==> src/rtl/bit_serial_alu_seq.sv <==
// Serial sequencer for the one-bit ALU slice: streams operands LSB first and
// assembles the result. Optional overflow capture enabled by BSALU_OVF_EN.
module bit_serial_alu_seq #(
  parameter int unsigned WIDTH = 32
) (
  input  logic             clk,
  input  logic             rst_n,
  input  logic             start,
  input  logic [3:0]       alu_ctrl,
  input  logic [WIDTH-1:0] a_in,
  input  logic [WIDTH-1:0] b_in,
  output logic             ready,
  output logic             valid,
  output logic [WIDTH-1:0] result,
  output logic             zero,
  output logic             overflow,
  output logic [3:0]       s_op,
  output logic             s_a,
  output logic             s_b,
  output logic             s_cin,
  output logic             s_less,
  output logic             s_sub,
  input  logic             s_r,
  input  logic             s_cout,
  input  logic             s_set
);

  localparam int unsigned CW = $clog2(WIDTH + 1);
  localparam logic [CW-1:0] LAST = CW'(WIDTH);

  localparam logic [1:0] IDLE    = 2'd0;
  localparam logic [1:0] RUN     = 2'd1;
  localparam logic [1:0] SLT_FIX = 2'd2;
  localparam logic [1:0] DONE    = 2'd3;

  localparam logic [3:0] OP_ADD = 4'b0010;
  localparam logic [3:0] OP_SUB = 4'b0110;
  localparam logic [3:0] OP_SLT = 4'b0111;

  logic [1:0]       state;
  logic [CW-1:0]    cnt;
  logic [WIDTH-1:0] a_sh;
  logic [WIDTH-1:0] b_sh;
  logic [3:0]       op_q;
  logic             is_sub;
  logic             is_slt;
  logic [WIDTH-1:0] result_nxt;

  assign is_slt     = (op_q == OP_SLT);
  assign is_sub     = (op_q == OP_SUB) || is_slt;
  assign result_nxt = {s_r, result[WIDTH-1:1]};
  assign ready      = (state == IDLE);
  assign valid      = (state == DONE);

  // s_* are registered: the cycle after acceptance (cnt=0) only loads bit 0,
  // and each later RUN edge captures bit cnt-1 while presenting bit cnt.
  always_ff @(posedge clk or negedge rst_n) begin
    if (!rst_n) begin
      state  <= IDLE;
      cnt    <= '0;
      a_sh   <= '0;
      b_sh   <= '0;
      op_q   <= '0;
      result <= '0;
      zero   <= 1'b1;
      s_op   <= '0;
      s_a    <= 1'b0;
      s_b    <= 1'b0;
      s_cin  <= 1'b0;
      s_less <= 1'b0;
      s_sub  <= 1'b0;
    end else begin
      case (state)
        IDLE: begin
          if (start) begin
            a_sh  <= a_in;
            b_sh  <= b_in;
            op_q  <= alu_ctrl;
            cnt   <= '0;
            state <= RUN;
          end
        end
        RUN: begin
          if (cnt != '0) begin
            result <= result_nxt;
          end
          if (cnt != LAST) begin
            s_a    <= a_sh[0];
            s_b    <= b_sh[0];
            a_sh   <= a_sh >> 1;
            b_sh   <= b_sh >> 1;
            s_op   <= is_slt ? OP_SUB : op_q;
            s_sub  <= is_sub;
            s_less <= 1'b0;
            s_cin  <= (cnt == '0) ? is_sub : s_cout;
            cnt    <= cnt + 1'b1;
          end else if (is_slt) begin
            s_op   <= OP_SLT;
            s_less <= s_set;
            s_a    <= 1'b0;
            s_b    <= 1'b0;
            s_cin  <= 1'b0;
            s_sub  <= 1'b0;
            state  <= SLT_FIX;
          end else begin
            zero   <= (result_nxt == '0);
            s_op   <= '0;
            s_a    <= 1'b0;
            s_b    <= 1'b0;
            s_cin  <= 1'b0;
            s_sub  <= 1'b0;
            state  <= DONE;
          end
        end
        SLT_FIX: begin
          result <= {{(WIDTH-1){1'b0}}, s_r};
          zero   <= ~s_r;
          s_op   <= '0;
          s_less <= 1'b0;
          state  <= DONE;
        end
        DONE: begin
          state <= IDLE;
        end
        default: begin
          state <= IDLE;
        end
      endcase
    end
  end

`ifdef BSALU_OVF_EN
  // s_cin still holds the MSB carry-in on the final RUN edge.
  always_ff @(posedge clk or negedge rst_n) begin
    if (!rst_n) begin
      overflow <= 1'b0;
    end else if (state == RUN && cnt == LAST) begin
      overflow <= ((op_q == OP_ADD) || (op_q == OP_SUB)) & (s_cin ^ s_cout);
    end
  end
`else
  assign overflow = 1'b0;
`endif

endmodule
==> config.mk <==
export PLATFORM = sky130hd
export DESIGN_NAME = bit_serial_alu_seq
export DESIGN_NICKNAME = d
export VERILOG_FILES = /design/src/rtl/bit_serial_alu_seq.sv
export SDC_FILE = /design/constraint.sdc
export NUM_CORES = 1
export LEC_CHECK = 0
export BUFFER_PORTS_ARGS = -buffer_cell sky130_fd_sc_hd__buf_2
export CAP_MARGIN = 0
export CORE_MARGIN = 1.5
export CORE_UTILIZATION = 30
export DETAILED_ROUTE_END_ITERATION = 6
export PLACE_DENSITY_LB_ADDON = 0.2
export SLEW_MARGIN = 20
export SYNTH_ARGS = -nofsm -noshare
export SYNTH_HDL_FRONTEND = slang
export SYNTH_SLANG_ARGS = --single-unit
==> constraint.sdc <==
create_clock -name clk -period 3.8 [get_ports clk]
set_input_delay 0.76 -clock clk [delete_from_list [all_inputs] [get_ports clk]]
set_output_delay 0.76 -clock clk [all_outputs]
set_load 0.05 [all_outputs]
Yosys cells after proc, flatten, opt, wreduce, memory -nomap -nowiden. Cells that the tools add are included.

Register bits: 118. Bits in latches: 0. Bits in writable memories: 0. ROM bits: 0. Word-level logic and storage cells: 70. Memories: 0.

Add/sub/neg operators: 1. $mul: 0. Divide/modulo/power cells: 0. Order comparisons: 0. Equality and inequality tests: 12. Shift operators: 0. Muxes and demuxes: 30. Bitwise operators: 1. Reduce and logical (&&, ||, !) cells: 13.

Operators with widths (number): 32-bit one-hot mux with 2 select lines (3); 32-bit 2-to-1 mux (5); 32-bit zero test (1); 6-bit 2-to-1 mux (2); 6-bit one-hot mux with 2 select lines (1); 1-bit 2-to-1 mux (10); 2-bit != test, second input constant (5); 4-bit by 3-bit equality test with 1-bit output, second input constant (2); 4-bit 2-to-1 mux (2); 2-bit one-hot mux with 4 select lines (1); 4-bit one-hot mux with 2 select lines (1); 2-bit AND reduction (4); 6-bit by 1-bit adder with 6-bit output, second input constant (1); 6-bit zero test (1); 6-bit != test, second input constant (1); 3-bit AND reduction (2); 6-bit nonzero test (1); 2-bit equality test, second input constant (2); 2-bit 2-to-1 mux (2); 1-bit one-hot mux with 2 select lines (2); 2-bit nonzero test (2); 3-bit 2-to-1 mux (1); 3-bit != test, second input constant (1); 2-bit by 1-bit equality test with 1-bit output, second input constant (1); other kinds (3) (3).

Logic depth before layout (Yosys ltp). Gate-level depths: netlist of the first run.

Word-level depth: 4. Depth in mapped cells: 9. Mapped depth without buffers: 6.

Least setup slack after synthesis of the first run. OpenSTA, ideal clock, no wires.

Path kind: reg-to-reg. Start: reg state[0]. End: reg cnt[3]. Library setup time: 0.138 ns. Arrival: 1.865 ns. Path slack: 1.798 ns. Cell stages (with the launch flop): 8. Buffers on the path: 2. Period minus slack after synthesis: 2.002 ns. Cells stage by stage: dfrtp_1 inv_1 ha_1 nand2b_1 o221ai_4 buf_6 buf_4 o221ai_1.

Word-level cells in the longest chain between the ends: 3.

RTL lines: start: declaration (RTL line 40) `logic [1:0] state;`; start signal: assignment (RTL line 59) `state <= IDLE;`; start signal: assignment (RTL line 80) `state <= RUN;`; start signal: assignment (RTL line 104) `state <= SLT_FIX;`; 2-bit zero test (*); named net ready (RTL line 12) `output logic ready,`; 2-bit != test (no line) / 2-bit nonzero test (equally long branches); 3-bit AND reduction (no line); end signal: assignment (RTL line 96) `cnt <= cnt + 1'b1;`; end: declaration (RTL line 41) `logic [CW-1:0] cnt;`.

The timed path passes the listed nets; every way through them passes the cells marked *. A chain may end at the register's enable or synchronous reset.

Final worst setup path of the first run.
Start: reg state[0]. End: out ready.

Word-level cells in the longest chain between the ends: 1.

RTL lines: 2-bit zero test (RTL line 52) `assign ready = (state == IDLE);`; end: declaration (RTL line 12).

No other way between the ends.

==> results of run 1 <==
kinds of logic (layout without fill, tap and decap cells):
logic type      Yosys count  after routing  share of synthesized area (%)
compound gates          125            125                           15.1
flops                   118            118                           55.7
simple gates            118            118                           10.2
mux                      69             69                           13.1
buf+inv                  44            166                           3.75
fa+ha+maj                 7              7                           1.65
xor+xnor                  2              2                          0.331
other cells               1              1                         0.0708
cell type report:
class / instances / area, sq um / area share (%)
Clock buffer: 20 / 457 / 6.79
Inverter: 12 / 45.0 / 0.670
Clock inverter: 12 / 151 / 2.25
Timing Repair Buffer: 122 / 671 / 9.97
Tap cell: 225 / 282 / 4.19
Multi-Input combinational cell: 322 / 2160 / 32.2
Sequential cell: 118 / 2950 / 43.9
path summary, 6_finish.rpt:
kind,startpoint,end,slack [ps],cells past startpoint
max in group asynchronous,rst_n,cnt[1],2610,2
min in group clk,a_sh[13],a_sh[13],470,2
max reg2reg,cnt[0],cnt[2],1500,7
min,rst_n,a_sh[10],420,1
max,state[0],ready,1410,3
min reg2reg,a_sh[13],a_sh[13],470,2
power groups by stage:
stage / clock (mW) / sequential (mW) / combinational [mW]
after global placement: 0 / 2.01 / 2.37
after CTS: 1.68 / 2.00 / 2.43
after floorplan: 0 / 2.17 / 1.75
final: 1.64 / 2.00 / 2.40
after detailed placement: 0 / 2.02 / 2.42
after global routing: 1.73 / 2.06 / 2.70
per-stage QoR:
stage               std cells  hold slack [ps]  setup slack (ps)  util [%]
floorplan                 484              449              1800         -
global placement          798              461              1510      35.2
detailed placement        798              470              1470      35.2
CTS                       830              444              1380      38.7
global route              831              479              1330      38.9
finish                    831              422              1410      38.9
layer usage:
layer	global-route usage (%)	routed length, um
met4	5.85	197
met2	20.0	5300
met5	0	0
met3	4.21	689
met1	17.5	5630
flip-flops by register name, summed over array words and instances, names as in the netlist, 2 cells and up:
signal and count:
s_op 4, result 32, state 2, b_sh 32, op_q 4, a_sh 32
cnt 6
placed cells by master, fill, tap and decap left out, types with 3 or more instances in the layout:
cell,netlist,routed
nor4_1,7,7
inv_1,12,12
buf_4,5,3
dfrtp_1,117,117
nand2_1,76,76
mux2_2,5,5
o2bb2ai_1,3,3
a22o_1,32,32
o21ai_1,3,3
nand2b_1,7,7
o21ai_0,72,72
nor2_1,5,5
bufinv_16,0,3
a21oi_1,5,5
ha_1,7,6
buf_2,6,116
nand3_1,7,7
clkinv_2,0,4
mux2i_1,64,64
clkbuf_16,0,17
critical path, delay by kind of cell (launching register included):
family,cells,cell delay [ps]
adders and majority gates,1,300
buffers and inverters,2,460
DFF,1,460
==> results.ini, run 1 <==
[drt]
dr.pass1.iters = 4
wire_per_inst_um = 14.2
vias = 3914
drt_iter0_drc = 129
ant_nets = 0
wirelength_um = 11800
viasPerCell = 4.71
drc = 0

[logic_synthesis]
synth_edf_count = 0
synth.distinct_cells = 41
netlist_instances = 484
synth_top_area_share_pct = 55.2
ys_seq_elements = 118
synth_ff_type = dfrtp_1
syn_area_sq_um = 5300
yosysTopAreaCell = dfrtp_1
synth_common_cells = 117 x dfrtp_1, 76 x nand2_1, 72 x o21ai_0, 64 x mux2i_1, 32 x a22o_1
post-synth-top-count-cell = dfrtp_1
syn-num-nets = 565
async_flop_share_pct = 100
yosys_warnings = 0
ys_top_cells_by_area = dfrtp_1 55%, mux2i_1 12%, o21ai_0 6.8%
avgSynthCellArea_sq_um = 11.0
yosysSeqAreaShare_pct = 55.7

[job]
drv_cap = 0

[floorplanning]
start_util_pct = 30.6
die_h_um = 136
fp.dieW_um = 136
pin_count = 119
core_sq_um = 17300
dieArea_sq_um = 18500
row_count = 48

[clock_network]
cts_root_buffer = clkbuf_16
hold_buffers = 0
path_clk_slew_ps = 50
clock_insertion_delay_worst_skew_ps = 420
cts_num_sinks = 118
cts-resized-gates = 0
postCtsSetupRepairBufs = 0
cts_buffer_depth = 2
numCtsBuffers = 17
cts_tree = done
htreeDepth = 4

[setup_path]
critPathSlowestCell = dfrtp_1
worstSetupEndpointType = output pin
crit_chain = inv_1 > ha_1 > buf_2
cp.arrival_ps = 1630
critical_path.max_fanout = 5
critical_path_class = reg -> out
worstSetupStartpointType = flip-flop
required_ps = 3040
max_stage_delay_ps = 460

[final_layout]
antennaDiodeCount = 0
area_growth_pct = 26.9
nFillCells = 1726
final_nets = 674
post-route-cell-area_sq_um = 6720
drive_above_1_share_pct = 27.1

[placed_design]
place_congestion = 0.716
placed_area_sq_um = 6090
io_buffers = 117
dp_hpwl_um = 7660

[power]
clkPwrFrac_pct = 27.1
power.net_switching_mw = 2.37
pwr-share-comb_pct = 39.8
p_per_area_nw_per_um2 = 898
p_leak_nw = 3.26
p_sw_share_pct = 39.3
vdd_drop_max_mv = 0.508
p_seq_share_pct = 33.1
power_mw = 6.04
p_int_mw = 3.67

[global_route]
antenna_found_initial = 0
grt-ovfl-total = 0
grt_usage_pct = 13.3
grt_max_degree = 137
grt_pass1_wl_um = 19100
grt_pass1_vias = 3887

[hold_path]
min_path_type = in -> async

[timing]
setup_viol = 0
max_slew_margin_pct = 46.9
rsz0062_at_grt = false
clock_skew_ps = 7.06
tightest_slew_ps = 796
fmax_mhz = 418
fin_tns_setup_ps = 0
hold_violations = 0
fin_crit_sh_pct = 63.0
final.min_clock_period_ps = 2390
slew_violations = 0

[run_status]
outcome = finished, final reports clean

No activity file was read; power rests on OpenSTA's default activity.
==> run 2, diff against run 1 <==
--- a/config.mk
+++ b/config.mk
@@ -5,6 +5,7 @@
 export SDC_FILE = /design/constraint.sdc
 export NUM_CORES = 1
 export LEC_CHECK = 0
+export ABC_AREA = 1
 export BUFFER_PORTS_ARGS = -buffer_cell sky130_fd_sc_hd__buf_2
 export CAP_MARGIN = 0
 export CORE_MARGIN = 1.5
==> constraint.sdc (replaced) <==
create_clock -name clk -period 2 [get_ports clk]
set_input_delay 0.4 -clock clk [delete_from_list [all_inputs] [get_ports clk]]
set_output_delay 0.4 -clock clk [all_outputs]
set_load 0.05 [all_outputs]
==> run 2 against run 1 <==
  * Worst hold slack worse by 210 ps
  * Largest power group unchanged
  * Die area is 9.8% higher
  * Routed wire length is 28% higher
  * Register-to-register slack worse by 1300 ps
  * Sequential share of layout area is 3.3 points lower
  * Sequential cell count stayed put
==> results.ini, run 2 <==
[logic_synthesis]
synth_top_area_share_pct = 50.2
ys_top_cells_by_area = dfrtp_1 50%, nand2_1 27%, nand3_1 7.7%
ys_seq_elements = 118
avgSynthCellArea_sq_um = 7.44
yosysTopAreaCell = dfrtp_1
netlist_instances = 784
syn-num-nets = 865
yosysSeqAreaShare_pct = 50.7
post-synth-top-count-cell = nand2_1
synth_ff_type = dfrtp_1
syn_area_sq_um = 5830
synth.distinct_cells = 27
yosys_warnings = 0
synth_common_cells = 413 x nand2_1, 117 x dfrtp_1, 90 x nand3_1, 31 x inv_1, 26 x nor2_1
synth_edf_count = 0
async_flop_share_pct = 100

[drt]
drt_iter0_drc = 297
wire_per_inst_um = 13.0
drc = 0
vias = 5212
viasPerCell = 4.47
wirelength_um = 15200
dr.pass1.iters = 4
ant_nets = 0

[setup_path]
worstSetupEndpointType = output pin
critical_path.max_fanout = 5
worstSetupStartpointType = flip-flop
cp.arrival_ps = 1460
required_ps = 1600
critical_path_class = reg -> out
r2r_start = state[1]
critPathLaunch = state[0]

[timing]
final.min_clock_period_ps = 1860
slew_violations = 0
hold-worst-slack_ps = 213
setup_viol = 0
hold_violations = 0
fmax_mhz = 537
fin_crit_sh_pct = 93.1
rsz0062_at_grt = false
fin_tns_setup_ps = 0
clock_skew_ps = 12.4

[placed_design]
placed_area_sq_um = 6690
io_buffers = 117
place_congestion = 0.725
dp_hpwl_um = 9770

[global_route]
grt-ovfl-total = 0
grt_pass1_wl_um = 24800
grt_usage_pct = 15.6
grt_max_degree = 75
grt_pass1_vias = 4892
antenna_found_initial = 0

[clock_network]
postCtsSetupRepairBufs = 0
htreeDepth = 4
cts_num_sinks = 118
numCtsBuffers = 17
path_clk_slew_ps = 50
cts_tree = done
clock_insertion_delay_worst_skew_ps = 420
cts_buffer_depth = 2
cts_root_buffer = clkbuf_16

[final_layout]
antennaDiodeCount = 0
post-route-cell-area_sq_um = 7260
area_growth_pct = 24.6
layout_commonest_cell = nand2_1
layout_common_cells = 411 x nand2_1, 117 x dfrtp_1, 115 x buf_2
final_nets = 974
drive_above_1_share_pct = 19.0
utilization_pct = 38.5
reg_top3 = a_sh x32, b_sh x32, result x32

[floorplanning]
fp.dieW_um = 142
start_util_pct = 30.9
dieArea_sq_um = 20300
die_h_um = 142
pin_count = 119
core_sq_um = 18900
row_count = 50

[hold_path]
hp-start = alu_ctrl[3]
min_path_type = in -> reg

[power]
p_per_area_nw_per_um2 = 1660
p_leak_nw = 4.14
vdd_drop_max_mv = 0.669

[job]
drv_cap = 0

[run_status]
outcome = finished, final reports clean

==> run 2: cell count changes after synthesis, sizes merged, moves of 4 or more <==
cell / before / now
a22o: 32 / 3
buf: 12 / 20
inv: 12 / 33
mux2: 5 / 1
mux2i: 64 / 0
nand2: 76 / 416
nand2b: 7 / 0
nand3: 7 / 91
nor2: 5 / 28
nor4: 7 / 0
o21ai: 75 / 22
==> run 2: through the flow <==
stage	setup WS [ps]	total power [mW]	cells
2_1_floorplan	116	7.87	784
3_3_place_gp	207	9.16	1133
3_5_place_dp	180	9.22	1133
4_1_cts	41.6	12.2	1165
5_1_grt	68.1	13.0	1165
6_report	137	12.0	1165
==> run 2: what timing repair did <==
| action | CTS | global route |
|---|---|---|
| pin swaps | 0 | 0 |
| hold buffers | 1 | 0 |
| endpoints found under the setup margin | 1 | 2 |
| gates resized for setup | 1 | 2 |
| hold endpoints to repair | 20 | 0 |
==> run 2: worst paths after layout <==
check | endpoint | slack (ps) | cells after the start
setup / recovery | ready | 140 | 3
hold / removal | op_q[3] | 210 | 2
setup reg to reg | s_less | 250 | 7
hold reg to reg | a_sh[21] | 470 | 2
max in group asynchronous | zero | 900 | 3
min in group asynchronous | op_q[2] | 420 | 2
==> run 2: critical path, stage by stage, from the launching register on <==
cell     delay, ps
dfrtp_1        410
inv_1          140
ha_2           270
buf_4          220
==> run 2: metal layers <==
| layer | track usage, % | share of wire [%] |
|---|---|---|
| met4 | 4.72 | 1.2 |
| met3 | 4.00 | 4.8 |
| met1 | 21.8 | 49 |
| met2 | 23.5 | 45 |
| met5 | 0 | 0 |
==> run 2: layout make-up <==
type | instances | area [sq um]
fillers | 2062 | 11600
flip-flops and latches | 118 | 2950
multi-input cells | 590 | 2530
repair buffers | 133 | 776
clock buffers | 28 | 517
well taps | 260 | 325
inverters | 33 | 124
clock inverters | 3 | 40.0
==> run 2: where the power goes <==
group | internal (mW) | switching (mW) | total, mW
clock | 1.86 | 1.04 | 2.90
sequential | 3.27 | 0.471 | 3.74
combinational | 1.64 | 3.75 | 5.39
total | 6.77 | 5.26 | 12.0
==> run 2: cells by family after synthesis <==
| family | count (synthesis) | synth area share (%) |
|---|---|---|
| XOR/XNOR | 3 | 0.451 |
| buffers and inverters | 76 | 6.12 |
| adder cells (fa/ha/maj) | 7 | 1.50 |
| AND/OR/NAND/NOR | 544 | 37.8 |
| flip-flops | 118 | 50.7 |
| AO/OA/AOI/OAI | 34 | 3.20 |
| other | 1 | 0.0643 |
| multiplexers | 1 | 0.193 |
==> run 3, diff against run 2 <==
==> constraint.sdc (replaced) <==
create_clock -name clk -period 2.1 [get_ports clk]
set_input_delay 0.42 -clock clk [delete_from_list [all_inputs] [get_ports clk]]
set_output_delay 0.42 -clock clk [all_outputs]
set_load 0.05 [all_outputs]
==> run 3 against run 2 <==
  * Sequential power shrank 5%
  * Worst hold slack gained 21 ps
  * Register-to-register slack is essentially flat
  * First-iteration DRC count grew 19%
  * Design area grew 0.22%
  * Critical endpoint unchanged
  * Clock skew shrank 3.5 ps
  * Core utilization grew 0.086 points
  * Routed wire length shrank 0.15%
==> results.ini, run 3 (synthesized netlist as in run 2, its figures left out) <==
[timing]
hold_violations = 0
fin_ws_ps = 111
fin_crit_sh_pct = 94.7
final.min_clock_period_ps = 1990
fmax_mhz = 503
slew_violations = 0
rsz0062_at_grt = false
clock_skew_ps = 8.93
setup_viol = 0
fin_tns_setup_ps = 0

[clock_network]
cts_buffer_depth = 2
numCtsBuffers = 17
clock_insertion_delay_worst_skew_ps = 420
path_clk_slew_ps = 60
cts_num_sinks = 118
postCtsSetupRepairBufs = 0
htreeDepth = 4
cts_root_buffer = clkbuf_16
cts_tree = done

[setup_path]
required_ps = 1680
critical_path_class = reg -> out
max_stage_delay_ps = 420
worstSetupStartpointType = flip-flop
crit_chain = inv_1 > ha_1 > clkbuf_4
critical_path.max_fanout = 5
worstSetupEndpointType = output pin
crit_family = buffers and inverters
cp.arrival_ps = 1570
path_buf_inv = 2
critPathSlowestCell = dfrtp_1

[final_layout]
layout_common_cells = 412 x nand2_1, 117 x dfrtp_1, 115 x buf_2
area_growth_pct = 24.9
multi_input_area_sq_um = 2520
antennaDiodeCount = 0
drive_above_1_share_pct = 19.2
reg_top3 = a_sh x32, b_sh x32, result x32
layout_commonest_cell = nand2_1
regArea_sq_um = 2950
final_nets = 974
nFillCells = 2021
utilization_pct = 38.5

[global_route]
grt_usage_pct = 15.7
grt-ovfl-total = 0
grt_max_degree = 75
antenna_found_initial = 0
grt_pass1_wl_um = 25000
grt_pass1_vias = 4903

[drt]
drc = 0
wire_per_inst_um = 13.0
vias = 5238
ant_nets = 0
viasPerCell = 4.49
dr.pass1.iters = 4
wirelength_um = 15100
drt_iter0_drc = 352

[power]
p_leak_nw = 4.15
vdd_drop_max_mv = 1.20
p_per_area_nw_per_um2 = 1580

[floorplanning]
die_h_um = 142
pin_count = 119
dieArea_sq_um = 20300
core_sq_um = 18900
fp.dieW_um = 142
row_count = 50
start_util_pct = 30.9

[placed_design]
io_buffers = 117
dp_slack_ps = 234
place_congestion = 0.733
dp_hpwl_um = 9710

[run_status]
outcome = finished, final reports clean

[job]
drv_cap = 0

[hold_path]
min_path_type = in -> reg

==> run 3: cell types whose count changed in the layout (fill, tap and decap cells not counted), moves of 2 or more <==
cell and change:
clkbuf_8 -2, clkinv_2 +3, clkbuf_1 -3, clkinvlp_4 +2
==> run 3: final cells by class <==
type	count	area share, %
Multi-Input combinational cell	590	34.7
Clock inverter	9	1.37
Clock buffer	23	6.56
Inverter	33	1.70
Timing Repair Buffer	133	10.7
Tap cell	260	4.47
Sequential cell	118	40.6
==> run 3: through the flow <==
step | instance area, sq um | total power [mW] | instances | hold slack (ps)
2_1_floorplan | 5830 | 7.50 | 784 | 124
3_3_place_gp | 6690 | 8.72 | 1133 | 357
3_5_place_dp | 6690 | 8.79 | 1133 | 364
4_1_cts | 7280 | 11.7 | 1166 | 220
5_1_grt | 7280 | 12.6 | 1166 | 231
6_report | 7280 | 11.5 | 1166 | 234
==> run 3: timing repair <==
item                                   in CTS  in global routing
gates resized for setup                     0                  1
endpoints found under the hold margin      21                  0
setup endpoints to repair                   0                  1
hold buffers                                1                  0
==> run 3: final timing paths <==
kind / from / to / slack, ps / cells after the start
setup / recovery: state[0] / ready / 110 / 3
hold / removal: alu_ctrl[3] / op_q[3] / 230 / 2
setup reg to reg: state[1] / result[7] / 240 / 8
hold reg to reg: b_sh[12] / b_sh[12] / 470 / 2
max in group asynchronous: rst_n / zero / 960 / 3
min in group asynchronous: rst_n / op_q[2] / 460 / 2
==> run 3: power breakdown <==
group          internal (mW)  switching, mW
Combinational           1.55           3.54
Sequential              3.11          0.445
Clock                   1.83           1.05
Total                   6.49           5.03
==> run 3: per-layer routing <==
| layer | track usage, % | wire length (um) | up-vias |
|---|---|---|---|
| met3 | 3.53 | 724 | 11 |
| met5 | 0 | 0 | - |
| met4 | 4.88 | 168 | 0 |
| li1 | - | - | 2666 |
| met2 | 23.7 | 6770 | 133 |
| met1 | 22.3 | 7480 | 2428 |
